===== src/rtl/wb_cmd_sequencer.sv =====
// wb_cmd_sequencer: turns 34-bit command words into single pipelined Wishbone
// transfers and returns one 34-bit response word per command. Rev 1.0
`default_nettype none

module wb_cmd_sequencer #(
  parameter int TIMEOUT_CYCLES = 1024,
  parameter int ADDR_INC       = 1
) (
  input  logic        i_clk,
  input  logic        i_reset,
  input  logic        i_cmd_stb,
  input  logic [33:0] i_cmd_word,
  output logic        o_cmd_busy,
  output logic        o_wb_cyc,
  output logic        o_wb_stb,
  output logic        o_wb_we,
  output logic [31:0] o_wb_addr,
  output logic [31:0] o_wb_data,
  input  logic        i_wb_ack,
  input  logic        i_wb_stall,
  input  logic        i_wb_err,
  input  logic [31:0] i_wb_data,
  output logic        o_rsp_stb,
  output logic [33:0] o_rsp_word,
  input  logic        i_rsp_busy
);

  localparam logic [1:0] IDLE     = 2'd0;
  localparam logic [1:0] BUS      = 2'd1;
  localparam logic [1:0] WAIT_ACK = 2'd2;
  localparam logic [1:0] RESP     = 2'd3;

  localparam int          CW   = (TIMEOUT_CYCLES > 2) ? $clog2(TIMEOUT_CYCLES) : 1;
  localparam logic [CW-1:0] LAST = CW'(TIMEOUT_CYCLES - 1);

  logic [1:0]    state;
  logic [31:0]   addr_reg;
  logic [CW-1:0] tmo_cnt;

  logic        bus_active;
  logic        handshake_ok;
  logic        take_err;
  logic        take_ack;
  logic        timed_out;
  logic [1:0]  cmd_op;
  logic [31:0] cmd_data;

  assign cmd_op   = i_cmd_word[33:32];
  assign cmd_data = i_cmd_word[31:0];

  // A slave response only counts once the request has actually been taken
  // (stall low in BUS) or while waiting for the ack; err dominates ack.
  assign bus_active   = (state == BUS) || (state == WAIT_ACK);
  assign handshake_ok = bus_active && ((state == WAIT_ACK) || !i_wb_stall);
  assign take_err     = handshake_ok && i_wb_err;
  assign take_ack     = handshake_ok && i_wb_ack && !i_wb_err;
  assign timed_out    = bus_active && !take_err && !take_ack && (tmo_cnt == LAST);

  assign o_cmd_busy = (state != IDLE);

  always_ff @(posedge i_clk) begin
    if (i_reset) begin
      state      <= IDLE;
      addr_reg   <= 32'd0;
      tmo_cnt    <= '0;
      o_wb_cyc   <= 1'b0;
      o_wb_stb   <= 1'b0;
      o_wb_we    <= 1'b0;
      o_wb_addr  <= 32'd0;
      o_wb_data  <= 32'd0;
      o_rsp_stb  <= 1'b0;
      o_rsp_word <= 34'd0;
    end else begin
      case (state)
        IDLE: begin
          if (i_cmd_stb) begin
            case (cmd_op)
              2'b10: begin
                addr_reg   <= cmd_data;
                o_rsp_word <= {2'b10, cmd_data};
                o_rsp_stb  <= 1'b1;
                state      <= RESP;
              end
              2'b00, 2'b01: begin
                o_wb_we   <= cmd_op[0];
                if (cmd_op[0]) o_wb_data <= cmd_data;
                o_wb_addr <= addr_reg;
                o_wb_cyc  <= 1'b1;
                o_wb_stb  <= 1'b1;
                tmo_cnt   <= '0;
                state     <= BUS;
              end
              default: ;
            endcase
          end
        end
        BUS, WAIT_ACK: begin
          if (take_err || take_ack || timed_out) begin
            o_wb_cyc  <= 1'b0;
            o_wb_stb  <= 1'b0;
            o_rsp_stb <= 1'b1;
            state     <= RESP;
            if (take_ack) begin
              o_rsp_word <= o_wb_we ? {2'b01, o_wb_addr} : {2'b00, i_wb_data};
              addr_reg   <= addr_reg + 32'(ADDR_INC);
            end else begin
              o_rsp_word <= {2'b11, o_wb_addr};
            end
          end else begin
            tmo_cnt <= tmo_cnt + 1'b1;
            if ((state == BUS) && !i_wb_stall) begin
              o_wb_stb <= 1'b0;
              state    <= WAIT_ACK;
            end
          end
        end
        RESP: begin
          if (!i_rsp_busy) begin
            o_rsp_stb <= 1'b0;
            state     <= IDLE;
          end
        end
        default: state <= IDLE;
      endcase
    end
  end

endmodule

`default_nettype wire


===== config.mk =====
export PLATFORM = sky130hd
export DESIGN_NAME = wb_cmd_sequencer
export DESIGN_NICKNAME = d
export VERILOG_FILES = /design/src/rtl/wb_cmd_sequencer.sv
export SDC_FILE = /design/constraint.sdc
export NUM_CORES = 1
export LEC_CHECK = 0
export CORE_MARGIN = 3
export CORE_UTILIZATION = 53
export CTS_CLUSTER_DIAMETER = 50
export CTS_CLUSTER_SIZE = 30
export DETAILED_ROUTE_END_ITERATION = 7
export GPL_ROUTABILITY_DRIVEN = 0
export PLACE_DENSITY = 0.85
export SLEW_MARGIN = 20
export SYNTH_ARGS = -nofsm -noshare
export SYNTH_HDL_FRONTEND = slang
export SYNTH_SLANG_ARGS = --single-unit

===== constraint.sdc =====
create_clock -name i_clk -period 5.1 [get_ports i_clk]
set_input_delay 0.765 -clock i_clk [delete_from_list [all_inputs] [get_ports i_clk]]
set_output_delay 0.765 -clock i_clk [all_outputs]
set_load 0.03 [all_outputs]

==> Flow_metrics.wiki <==
{| class="wikitable"
! Metric !! Value
|-
| Ordered list of cells on the worst path || inv_1 -> ha_4 -> inv_2 -> nor3_1 -> o31ai_4 -> buf_6 -> buf_4 -> nand3_1 -> o41ai_1
|-
| Shortest period the worst path allows || 3.24 ns
|-
| Setup crit start kind || flop
|-
| Synthesized area divided by synthesized cell count || 7.52 um^2
|-
| Transition time of the tightest slew-check pin || 0.995 ns
|-
| TritonCTS clock tree || yes
|-
| Filler cell count in the final layout || 988
|-
| Portion of synthesized cell area occupied by the leading cell type || 0.417
|-
| Count of inserted antenna diode cells || 0
|-
| Area of combinational cells with multiple inputs || 3760 um^2
|-
| Part of the power in registers || 0.314
|-
| Total Wirelength || 21.5 mm
|-
| Max stage delay on crit path || 0.59 ns
|-
| Post-synthesis sequential element count || 146
|-
| Final Max Tran Viols || 0
|-
| Maximum clock path buffer count || 2
|-
| GRT Overall Usage || 0.288
|-
| Final count of hold timing violations || 0
|-
| CTS Sinks || 146
|-
| Final setup fails || 0
|-
| Area taken by flip-flops and latches || 2920 um^2
|-
| Worst Clk Skew || 0.00904 ns
|-
| Predominant post-synthesis flop cell || dfxtp_1
|-
| Final design utilization || 0.733
|-
| Proportion of power drawn by combinational gates || 0.462
|-
| Synth area leader || dfxtp_1
|-
| Buffers inserted by post-CTS timing repair || 0
|-
| Class of the most critical hold timing path || flop to flop
|-
| Routed len/inst || 17.3 um
|-
| Clk_lat worst skew || 0.42 ns
|-
| Highest clock frequency the design can meet || 308 MHz
|-
| Placed cells || 1214
|-
| Count of instances resized after the clock tree is built || 0
|-
| Via count of the first global-routing pass || 6710
|-
| Die Height || 121 um
|-
| Yosys synthesis warning count || 0
|-
| Minimum hold slack || 0.452 ns
|-
| CP Capture Type || flop
|-
| Standard-cell rows || 41
|-
| H-tree lvl count || 4
|-
| Worst EP required || 5.40 ns
|-
| Power Internal || 3090 uW
|-
| Cells after Synth || 933
|-
| Number of library cell types mapped by synthesis || 65
|-
| Cell at the root of the clock tree || clkbuf_16
|-
| Cell with the largest stage delay on the worst path || inv_2
|-
| Remaining routing DRC violations || 0
|-
| Initial DRT Pass Iterations || 5
|-
| Portion of the post-synthesis area used by sequential elements || 0.417
|-
| Portion of total power attributed to the clock network || 0.224
|-
| Synth-to-Final Area Change || 33.5%
|-
| Top Family by Delay on Critical Path || buffers and inverters
|-
| Number of enable-type register cells in the synthesized netlist || 0
|-
| Share of synthesized registers carrying an async set or reset || 0
|-
| Power density cells || 573 nW/um^2
|-
| Max Cap Violations || 0
|-
| CTS clock-pin slew for the worst setup and hold paths || 0.06 ns
|-
| Max reg flops || 34
|-
| Non-filler cells, final || 1245
|-
| Remaining max-slew budget at the tightest pin || 0.337
|-
| Run status || finished clean
|-
| Antenna violations before repair || 0
|-
| Register containing the most flip-flops in the final layout || o_rsp_word
|-
| Data arrival time at the worst-slack endpoint || 3.55 ns
|-
| Net count after synthesis || 1013
|-
| Layout cell share with drive strength beyond 1 || 0.0513
|-
| First-pass GRT wire length || 34.2 mm
|-
| Setup TNS || 0 ns
|-
| DIE AREA || 14700 um^2
|-
| Core box area || 12800 um^2
|-
| Worst ir drop on vdd || 0.000288 V
|-
| Switching power || 2270 uW
|-
| CTS Buf Count || 17
|-
| Via count || 7456
|-
| Maximum fanout along the worst path || 43
|-
| Post-route ant nets || 0
|-
| Number of buffers inserted by hold repair at cts || 0
|-
| Period Utilization, post-route || 0.636
|-
| Post-synth design cell area || 7010 um^2
|-
| Via-to-Cell Ratio || 5.99
|-
| Hpwl dp || 14.1 mm
|-
| Unrepaired setup endpoints after global routing || false
|-
| Sw frac || 0.423
|-
| Top cells by area in the synthesized netlist || dfxtp_1 (42%), nand2_1 (12%), a21oi_1 (6.8%)
|-
| Nets@finish || 1142
|-
| Boundary pin count || 176
|-
| Iter 0 DRT Violations || 813
|-
| Horizontal extent of the die || 121 um
|-
| Largest net degree at the start of global routing || 92
|-
| Leak pwr || 0.00316 uW
|-
| Classification of the worst setup path || flop to flop
|-
| Leftover overflow at the end of global routing || 0
|-
| Initial cell density of the core || 0.549
|-
| Count of input and output buffers || 175
|-
| Worst path buffer plus inverter count || 4
|}
[per-layer routing]
metal,wire length (um),vias to the layer above,share of wire,track usage
li1,-,3574,-,-
met1,9350,3488,0.43,0.394
met2,9740,360,0.45,0.443
met3,2180,34,0.10,0.0830
met4,262,0,0.012,0.0822
met5,0,-,0,0
[worst paths after layout]
check	startpoint	end	slack, ns	depth (start not counted)
setup / recovery	state[0]$_SDFFE_PP0P_	o_rsp_word[27]$_SDFFE_PP0P_	1.86	9
hold / removal	o_wb_data[22]$_SDFFE_PP0P_	o_wb_data[22]$_SDFFE_PP0P_	0.45	2
setup reg to reg	state[0]$_SDFFE_PP0P_	o_rsp_word[27]$_SDFFE_PP0P_	1.86	9
hold reg to reg	o_wb_data[22]$_SDFFE_PP0P_	o_wb_data[22]$_SDFFE_PP0P_	0.45	2
[worst register-to-register path: stages (launching register included)]
cell and delay (ns):
dfxtp_1 0.38, inv_1 0.12, ha_4 0.26, inv_2 0.59
nor3_1 0.33, o31ai_4 0.50, buf_6 0.27, buf_4 0.41
nand3_1 0.16, o41ai_1 0.11
[cells in the final DEF (no fill, tap or decap), drive strengths merged, types with 3 or more instances in the layout]
master,netlist,routed
nor4,7,7
nand2,227,227
dfxtp,146,146
a22oi,4,4
nor2,63,63
a21o,4,4
and4,4,4
o21a,3,3
clkdlybuf4s50,0,174
ha,7,7
inv,12,12
a41oi,3,3
o41ai,26,26
clkbuf,59,26
nand4,10,10
o2bb2ai,3,3
and3,30,30
a21boi,6,6
o32ai,4,4
nor3,10,10
o31ai,5,5
a211oi,8,8
and2,5,5
a311o,8,8
or4,9,9
o211ai,7,7
nand2b,6,6
a31oi,19,19
a21oi,96,96
or3,5,5
o21ai,27,27
buf,19,14
clkinv,1,3
nand3,61,61
[cell families after synthesis]
| family | after synthesis | synth area share |
|---|---|---|
| fa+ha+maj | 7 | 0.0125 |
| simple gates | 445 | 0.290 |
| xor+xnor | 4 | 0.00500 |
| flops | 146 | 0.417 |
| buf+inv | 91 | 0.0523 |
| compound gates | 238 | 0.220 |
| mux | 2 | 0.00303 |
[final cells by class]
class                   count  area share
multi-input cells         696       0.402
flip-flops and latches    146       0.312
repair buffers            188       0.198
clock buffers              26      0.0554
well taps                 172      0.0230
inverters                  13     0.00521
clock inverters             4     0.00508
[power by group through the flow]
stage | Combinational (uW) | Sequential [uW] | Clock (uW)
3_3_place_gp | 2380 | 1690 | 0
4_1_cts | 2430 | 1680 | 1210
3_5_place_dp | 2410 | 1690 | 0
2_1_floorplan | 1290 | 2010 | 0
5_1_grt | 2670 | 1730 | 1260
6_report | 2480 | 1680 | 1200
[Yosys cell counts, types with 3 or more instances]
cell	instances
o21a_1	3
o21ai_1	8
and2_1	4
dfxtp_1	146
nand2_1	227
o21ai_0	19
a22oi_1	4
or3_1	5
buf_1	8
o41ai_1	26
nor3_1	8
a41oi_1	3
nand2b_1	6
a21o_1	4
nor4_1	6
a21boi_0	6
buf_2	8
inv_1	11
nand4_1	10
nand3_1	59
and4_1	4
and3_1	30
o32ai_1	4
o2bb2ai_1	3
a311o_1	8
or4_1	9
o211ai_1	7
nor2_1	63
o31ai_1	5
clkbuf_1	59
a211oi_1	8
a21oi_1	96
a31oi_1	19
ha_1	7
[through the flow]
stage | total power, uW | area, um^2 | worst slack, ns
5_1_grt | 5660 | 9370 | 1.63
4_1_cts | 5320 | 9360 | 1.55
3_3_place_gp | 4070 | 8790 | 1.65
2_1_floorplan | 3300 | 7010 | 2.89
3_5_place_dp | 4110 | 8790 | 1.53
6_report | 5360 | 9370 | 1.86
Note: power is estimated with default switching activity, not from simulation.
